--- src/rtl/hsv_pkg.sv ---
// Shared constants, state encoding and rounding helper for the RGB->HSV converter.
// Build option: define HSV_ROUND_EN for round-half-up saturation and hue quotients.
package hsv_pkg;
   localparam int RGB_W      = 8;
   localparam int HSV_W      = 9;
   localparam int DIV_W      = 16;
   localparam int CNT_W      = 5;
   localparam int DIV_CYCLES = 16;
   localparam int SAT_SCALE  = 255;
   localparam int HUE_60     = 60;
   localparam int HUE_120    = 120;
   localparam int HUE_240    = 240;
   localparam int HUE_360    = 360;

`ifdef HSV_ROUND_EN
   localparam bit ROUND_EN = 1'b1;
`else
   localparam bit ROUND_EN = 1'b0;
`endif

   typedef enum logic [2:0] {
      IDLE,
      PREP,
      DIV_S,
      DIV_H,
      DONE
   } state_e;

   typedef enum logic [1:0] {
      SEL_R,
      SEL_G,
      SEL_B
   } max_sel_e;

   // Bias added to a dividend so the truncating divider rounds half-up.
   function automatic logic [DIV_W-1:0] round_bias(input logic [RGB_W-1:0] divisor);
      return ROUND_EN ? DIV_W'(divisor >> 1) : '0;
   endfunction
endpackage

--- src/rtl/rgb_div.sv ---
// Restoring divider, 16-bit dividend by 8-bit divisor, one quotient bit per cycle.
// The start cycle already performs the first step, so done_o pulses 16 edges after start.
module rgb_div
   import hsv_pkg::*;
(
   input  logic             clk,
   input  logic             rst_n,
   input  logic             start_i,
   input  logic [DIV_W-1:0] dividend_i,
   input  logic [RGB_W-1:0] divisor_i,
   output logic [DIV_W-1:0] quotient_o,
   output logic             done_o
);
   logic [DIV_W-1:0] quo_q, quo_d, src_quo;
   logic [RGB_W-1:0] rem_q, rem_d, src_rem, dsr_q, dsr_d;
   logic [RGB_W:0]   trial;
   logic [CNT_W-1:0] cnt_q, cnt_d;
   logic             busy_q, busy_d, done_q, done_d;

   always_comb begin
      src_quo = start_i ? dividend_i : quo_q;
      src_rem = start_i ? '0 : rem_q;
      dsr_d   = start_i ? divisor_i : dsr_q;
      trial   = {src_rem, src_quo[DIV_W-1]};
      quo_d   = quo_q;
      rem_d   = rem_q;
      cnt_d   = cnt_q;
      busy_d  = busy_q;
      done_d  = 1'b0;
      if (start_i || busy_q) begin
         if (trial >= {1'b0, dsr_d}) begin
            rem_d = RGB_W'(trial - {1'b0, dsr_d});
            quo_d = {src_quo[DIV_W-2:0], 1'b1};
         end else begin
            rem_d = trial[RGB_W-1:0];
            quo_d = {src_quo[DIV_W-2:0], 1'b0};
         end
      end
      if (start_i) begin
         cnt_d  = CNT_W'(1);
         busy_d = 1'b1;
      end else if (busy_q) begin
         cnt_d = cnt_q + 1'b1;
         if (cnt_q == CNT_W'(DIV_CYCLES - 1)) begin
            busy_d = 1'b0;
            done_d = 1'b1;
         end
      end
   end

   always_ff @(posedge clk or negedge rst_n) begin
      if (!rst_n) begin
         quo_q  <= '0;
         rem_q  <= '0;
         dsr_q  <= '0;
         cnt_q  <= '0;
         busy_q <= 1'b0;
         done_q <= 1'b0;
      end else begin
         quo_q  <= quo_d;
         rem_q  <= rem_d;
         dsr_q  <= dsr_d;
         cnt_q  <= cnt_d;
         busy_q <= busy_d;
         done_q <= done_d;
      end
   end

   assign quotient_o = quo_q;
   assign done_o     = done_q;
endmodule

--- src/rtl/rgb2hsv_conv.sv ---
// Multi-cycle RGB->HSV converter sharing one divider for S and then H; fixed latency.
// Build option: HSV_ROUND_EN selects round-half-up division (see hsv_pkg).
module rgb2hsv_conv
   import hsv_pkg::*;
(
   input  logic             clk,
   input  logic             rst_n,
   input  logic             in_valid,
   output logic             in_ready,
   input  logic [RGB_W-1:0] rgb_r,
   input  logic [RGB_W-1:0] rgb_g,
   input  logic [RGB_W-1:0] rgb_b,
   output logic [HSV_W-1:0] hsv_h,
   output logic [HSV_W-1:0] hsv_s,
   output logic [HSV_W-1:0] hsv_v,
   output logic             out_valid
);
   state_e           state_q, state_d;
   max_sel_e         sel_q, sel_c;
   logic [RGB_W-1:0] r_q, g_q, b_q;
   logic [RGB_W-1:0] max_q, delta_q, num_abs_q, sat_q;
   logic             neg_q, neg_c;
   logic [RGB_W-1:0] max_c, min_c, delta_c, num_abs_c;
   logic [RGB_W:0]   num_c;
   logic [HSV_W-1:0] h_q, s_q, v_q;
   logic             div_start, div_done;
   logic [DIV_W-1:0] div_dividend, div_quo, hue_c;
   logic [RGB_W-1:0] div_divisor;

   // Channel tie priority for max is R, then G, then B.
   always_comb begin
      if (r_q >= g_q && r_q >= b_q) begin
         max_c = r_q;
         sel_c = SEL_R;
         num_c = {1'b0, g_q} - {1'b0, b_q};
      end else if (g_q >= b_q) begin
         max_c = g_q;
         sel_c = SEL_G;
         num_c = {1'b0, b_q} - {1'b0, r_q};
      end else begin
         max_c = b_q;
         sel_c = SEL_B;
         num_c = {1'b0, r_q} - {1'b0, g_q};
      end
      if (r_q <= g_q && r_q <= b_q)  min_c = r_q;
      else if (g_q <= b_q)           min_c = g_q;
      else                           min_c = b_q;
      delta_c   = max_c - min_c;
      neg_c     = num_c[RGB_W];
      num_abs_c = neg_c ? RGB_W'(-num_c) : num_c[RGB_W-1:0];
   end

   always_comb begin
      unique case (sel_q)
         SEL_R:   hue_c = neg_q ? DIV_W'(HUE_360) - div_quo : div_quo;
         SEL_G:   hue_c = neg_q ? DIV_W'(HUE_120) - div_quo : DIV_W'(HUE_120) + div_quo;
         default: hue_c = neg_q ? DIV_W'(HUE_240) - div_quo : DIV_W'(HUE_240) + div_quo;
      endcase
      if (hue_c == DIV_W'(HUE_360) || delta_q == '0) hue_c = '0;
   end

   always_comb begin
      state_d      = state_q;
      div_start    = 1'b0;
      div_dividend = DIV_W'(delta_c) * DIV_W'(SAT_SCALE) + round_bias(max_c);
      div_divisor  = max_c;
      unique case (state_q)
         IDLE:  if (in_valid) state_d = PREP;
         PREP: begin
            state_d   = DIV_S;
            div_start = 1'b1;
         end
         DIV_S: begin
            div_dividend = DIV_W'(num_abs_q) * DIV_W'(HUE_60) + round_bias(delta_q);
            div_divisor  = delta_q;
            if (div_done) begin
               state_d   = DIV_H;
               div_start = 1'b1;
            end
         end
         DIV_H: if (div_done) state_d = DONE;
         DONE:  state_d = IDLE;
         default: state_d = IDLE;
      endcase
   end

   always_ff @(posedge clk or negedge rst_n) begin
      if (!rst_n) begin
         state_q   <= IDLE;
         r_q       <= '0;
         g_q       <= '0;
         b_q       <= '0;
         max_q     <= '0;
         delta_q   <= '0;
         num_abs_q <= '0;
         neg_q     <= 1'b0;
         sel_q     <= SEL_R;
         sat_q     <= '0;
         h_q       <= '0;
         s_q       <= '0;
         v_q       <= '0;
      end else begin
         state_q <= state_d;
         if (state_q == IDLE && in_valid) begin
            r_q <= rgb_r;
            g_q <= rgb_g;
            b_q <= rgb_b;
         end
         if (state_q == PREP) begin
            max_q     <= max_c;
            delta_q   <= delta_c;
            num_abs_q <= num_abs_c;
            neg_q     <= neg_c;
            sel_q     <= sel_c;
         end
         // Grey pixels run the divider anyway to keep latency fixed; quotient is dropped.
         if (state_q == DIV_S && div_done)
            sat_q <= (delta_q == '0) ? '0 : RGB_W'(div_quo);
         if (state_q == DIV_H && div_done) begin
            h_q <= HSV_W'(hue_c);
            s_q <= {1'b0, sat_q};
            v_q <= {1'b0, max_q};
         end
      end
   end

   rgb_div u_div (
      .clk        (clk),
      .rst_n      (rst_n),
      .start_i    (div_start),
      .dividend_i (div_dividend),
      .divisor_i  (div_divisor),
      .quotient_o (div_quo),
      .done_o     (div_done)
   );

   assign in_ready  = (state_q == IDLE);
   assign out_valid = (state_q == DONE);
   assign hsv_h     = h_q;
   assign hsv_s     = s_q;
   assign hsv_v     = v_q;
endmodule
--- config.mk ---
export PLATFORM = sky130hd
export DESIGN_NAME = rgb2hsv_conv
export DESIGN_NICKNAME = d
export VERILOG_FILES = /design/src/rtl/hsv_pkg.sv /design/src/rtl/rgb_div.sv /design/src/rtl/rgb2hsv_conv.sv
export SDC_FILE = /design/constraint.sdc
export NUM_CORES = 1
export LEC_CHECK = 0
export ABC_AREA = 1
export BUFFER_PORTS_ARGS = -buffer_cell sky130_fd_sc_hd__buf_4
export CORE_UTILIZATION = 57
export DETAILED_ROUTE_END_ITERATION = 12
export GPL_TIMING_DRIVEN = 1
export PLACE_DENSITY = 0.81
export SLEW_MARGIN = 20
export SYNTH_ARGS = -nofsm -noshare
export SYNTH_HDL_FRONTEND = slang
export SYNTH_SLANG_ARGS = --single-unit
--- constraint.sdc ---
create_clock -name clk -period 11.8 [get_ports clk]
set_input_delay 2.36 -clock clk [delete_from_list [all_inputs] [get_ports clk]]
set_output_delay 2.36 -clock clk [all_outputs]
set_load 0.005 [all_outputs]
==> run metrics <==
worst path arrival time=10.33 ns; CP max FO=23; vias per cell=5.79; vias=11100; DIE HEIGHT=145 um; Initial Utilization=0.591; DP Area=12200 um2; Worst Path Buf+Inv=10; Congestion Overflow GR=0; number of H-tree levels=4; register area share after synthesis=0.271; post-synthesis cell type count=57; Clock Tree Buf Depth=2; Pins Over Slew Limit=0; clock skew=0.00983 ns; crit path launch type=register; # setup viols final=0; worst-margin pin slew=0.914 ns; Post-route DRC=0; Slowest cell on crit path=o221ai_1; largest net degree at the start of global routing=69; FP Rows=51; Final Hold Fails=0; EDFF count, synth=0; initial antenna violation count=0; GR Util met2=0.507; Synth Flop Type=dfrtp_1; cts bufs inserted=17; Post-Syn Instances=1611; R2R cell count=52; hold endpoint=hsv_h[7]; hold path depth=2; worst path required time=12.17 ns; met1 GRT Util=0.419; most frequent cells in the layout=376 x nand2_1, 214 x inv_1, 134 x o21ai_0, 125 x nor2_1, 125 x dfrtp_1; flops & latches, synth=126; fmax=100 MHz; DP Cell Count=1882; Hold Slack=0.481 ns; setup bufs post-CTS=0; R2R Path End=u_div.rem_q[0]; Clock transition at path regs=0.07 ns; RSZ-0062 raised after global routing=no; status=complete, no violations; DR WL/cell=16.6 um; delay-heaviest family, CP=adder cells; core area=19700 um2; part of the cycle the worst path needs=0.845; CP endpoint kind=register; Nets=1807; diodes inserted=0; layout cell share with drive strength beyond 1=0.0910; Die Area=21000 um2; port buffer count=53; hold crit path type=reg2reg; initial detailed-routing violation count=925; fin crit period=9.97 ns; Yosys warning count=0; GRT Total Usage=0.312; Post-Layout Cell Count=1914; hold path startpoint=hsv_h[7]; CTS tree=built; GRT met3 Usage=0.0487; clock sink total=126; most used cell, CP=nand2_1; first-pass iteration count of the detailed router=5; post-route ant nets=0; maxcap violations=0; clk_lat worst skew=0.43 ns; commonest non-fill, non-tap cell in the layout=nand2_1; Synth async-reset ratio=1.00; Crit Path Category=reg2reg; Area growth, synth to finish=9.80%; Avg Inst Size Synth=7.23 um2; Max-slew headroom=0.388; first-pass GRT wire length=52.8 mm; R2R setup slack=1.83 ns; I/O pin cnt=56; Die W=145 um; Post-Syn Area=11600 um2; CP peak stage delay=0.62 ns; busiest grt layer=met2; post-CTS resize count=0; clk root buf=clkbuf_16; post-route cell area=12800 um2; number of fill cells=1771; RR Startpoint=r_q[4]; Final GP Congestion=0.922; CTS Hold Bufs=0; Detailed Route WL=31.7 mm; placed wire-length estimate=24.2 mm; vias in the first global route=10600; Final TNS setup=0 ns
-- cells by family (layout without fill, tap and decap cells) --
logic type | count (synthesis) | count (layout) | share of synthesized area
AOI/OAI and AO/OA | 323 | 323 | 0.160
xor gates and xnor gates | 54 | 54 | 0.0406
adders and majority gates | 144 | 144 | 0.179
buffers and inverters | 282 | 319 | 0.0947
DFF | 126 | 126 | 0.271
other | 1 | 2 | 0.000322
and+or+nand+nor | 681 | 681 | 0.254
-- how the worst max path moves through the flow --
| stage | slack (ns) | cells after the start | startpoint | endpoint |
|---|---|---|---|---|
| after detailed placement | 1.97 | 52 | r_q[1] | u_div.rem_q[0] |
| after global routing | 0.99 | 52 | r_q[4] | u_div.rem_q[0] |
| after CTS | 1.94 | 52 | r_q[1] | u_div.rem_q[0] |
| final | 1.83 | 52 | r_q[4] | u_div.rem_q[0] |
| after floorplan | 3.64 | 53 | r_q[1] | u_div.rem_q[4] |
| after global placement | 2.29 | 51 | r_q[1] | u_div.rem_q[1] |
-- metrics by stage --
step,utilization,worst slack (ns)
floorplan,-,3.64
global placement,0.617,2.29
detailed placement,0.617,1.97
CTS,0.649,1.94
global route,0.649,0.987
finish,0.649,1.83
-- registers in the layout (all words and copies together), names as in the netlist, 5 cells and up --
name / count
hsv_h: 9
u_div.rem_q: 8
delta_q: 8
g_q: 8
num_abs_q: 8
hsv_s: 8
max_q: 8
b_q: 8
u_div.dsr_q: 8
u_div.cnt_q: 5
sat_q: 8
hsv_v: 8
r_q: 8
u_div.quotient_o: 16
-- Yosys cell counts, types with 4 or more instances --
cell / n / share of area
inv_1: 215 / 0.069
o22ai_1: 4 / 0.0021
xnor2_1: 19 / 0.014
or2_2: 4 / 0.0021
ha_1: 106 / 0.11
nand2_2: 9 / 0.0048
nand2_1: 376 / 0.12
buf_2: 12 / 0.0052
o21a_1: 8 / 0.0052
o211ai_2: 5 / 0.0054
nand3_1: 108 / 0.046
o21ai_0: 134 / 0.058
o211ai_1: 13 / 0.0084
dfrtp_1: 126 / 0.27
nor2_2: 4 / 0.0021
nor2_4: 5 / 0.0048
fa_1: 38 / 0.065
o21ai_1: 17 / 0.0073
o221ai_1: 8 / 0.0060
inv_2: 11 / 0.0035
o21bai_1: 5 / 0.0032
a31oi_1: 7 / 0.0038
nand4_1: 15 / 0.0081
nand3_2: 5 / 0.0043
clkbuf_1: 34 / 0.011
a21oi_1: 95 / 0.041
nor2_1: 125 / 0.040
nor3_1: 15 / 0.0064
xor2_1: 35 / 0.026
-- cell type report --
| class | count | area (um2) | share of cell area |
|---|---|---|---|
| Sequential cell | 126 | 3150 | 0.247 |
| Timing Repair Buffer | 58 | 435 | 0.0340 |
| Clock buffer | 17 | 425 | 0.0333 |
| Multi-Input combinational cell | 1204 | 7400 | 0.578 |
| Clock inverter | 15 | 188 | 0.0147 |
| Tap cell | 265 | 332 | 0.0259 |
| Inverter | 229 | 860 | 0.0672 |
-- tightest hold or removal path: cells and delay by family (launching register included) --
kind / cells / cell delay [ns]
simple gates: 2 / 0.10
flops: 1 / 0.34
-- routing by layer --
metal	share of wire	up-vias
li1	-	5321
met1	0.44	5247
met2	0.47	425
met3	0.063	82
met4	0.032	0
met5	0	-
Power is left out: the tool's default activity adds up to more than one toggle a clock period on the data nets, which glitch-free logic cannot reach.
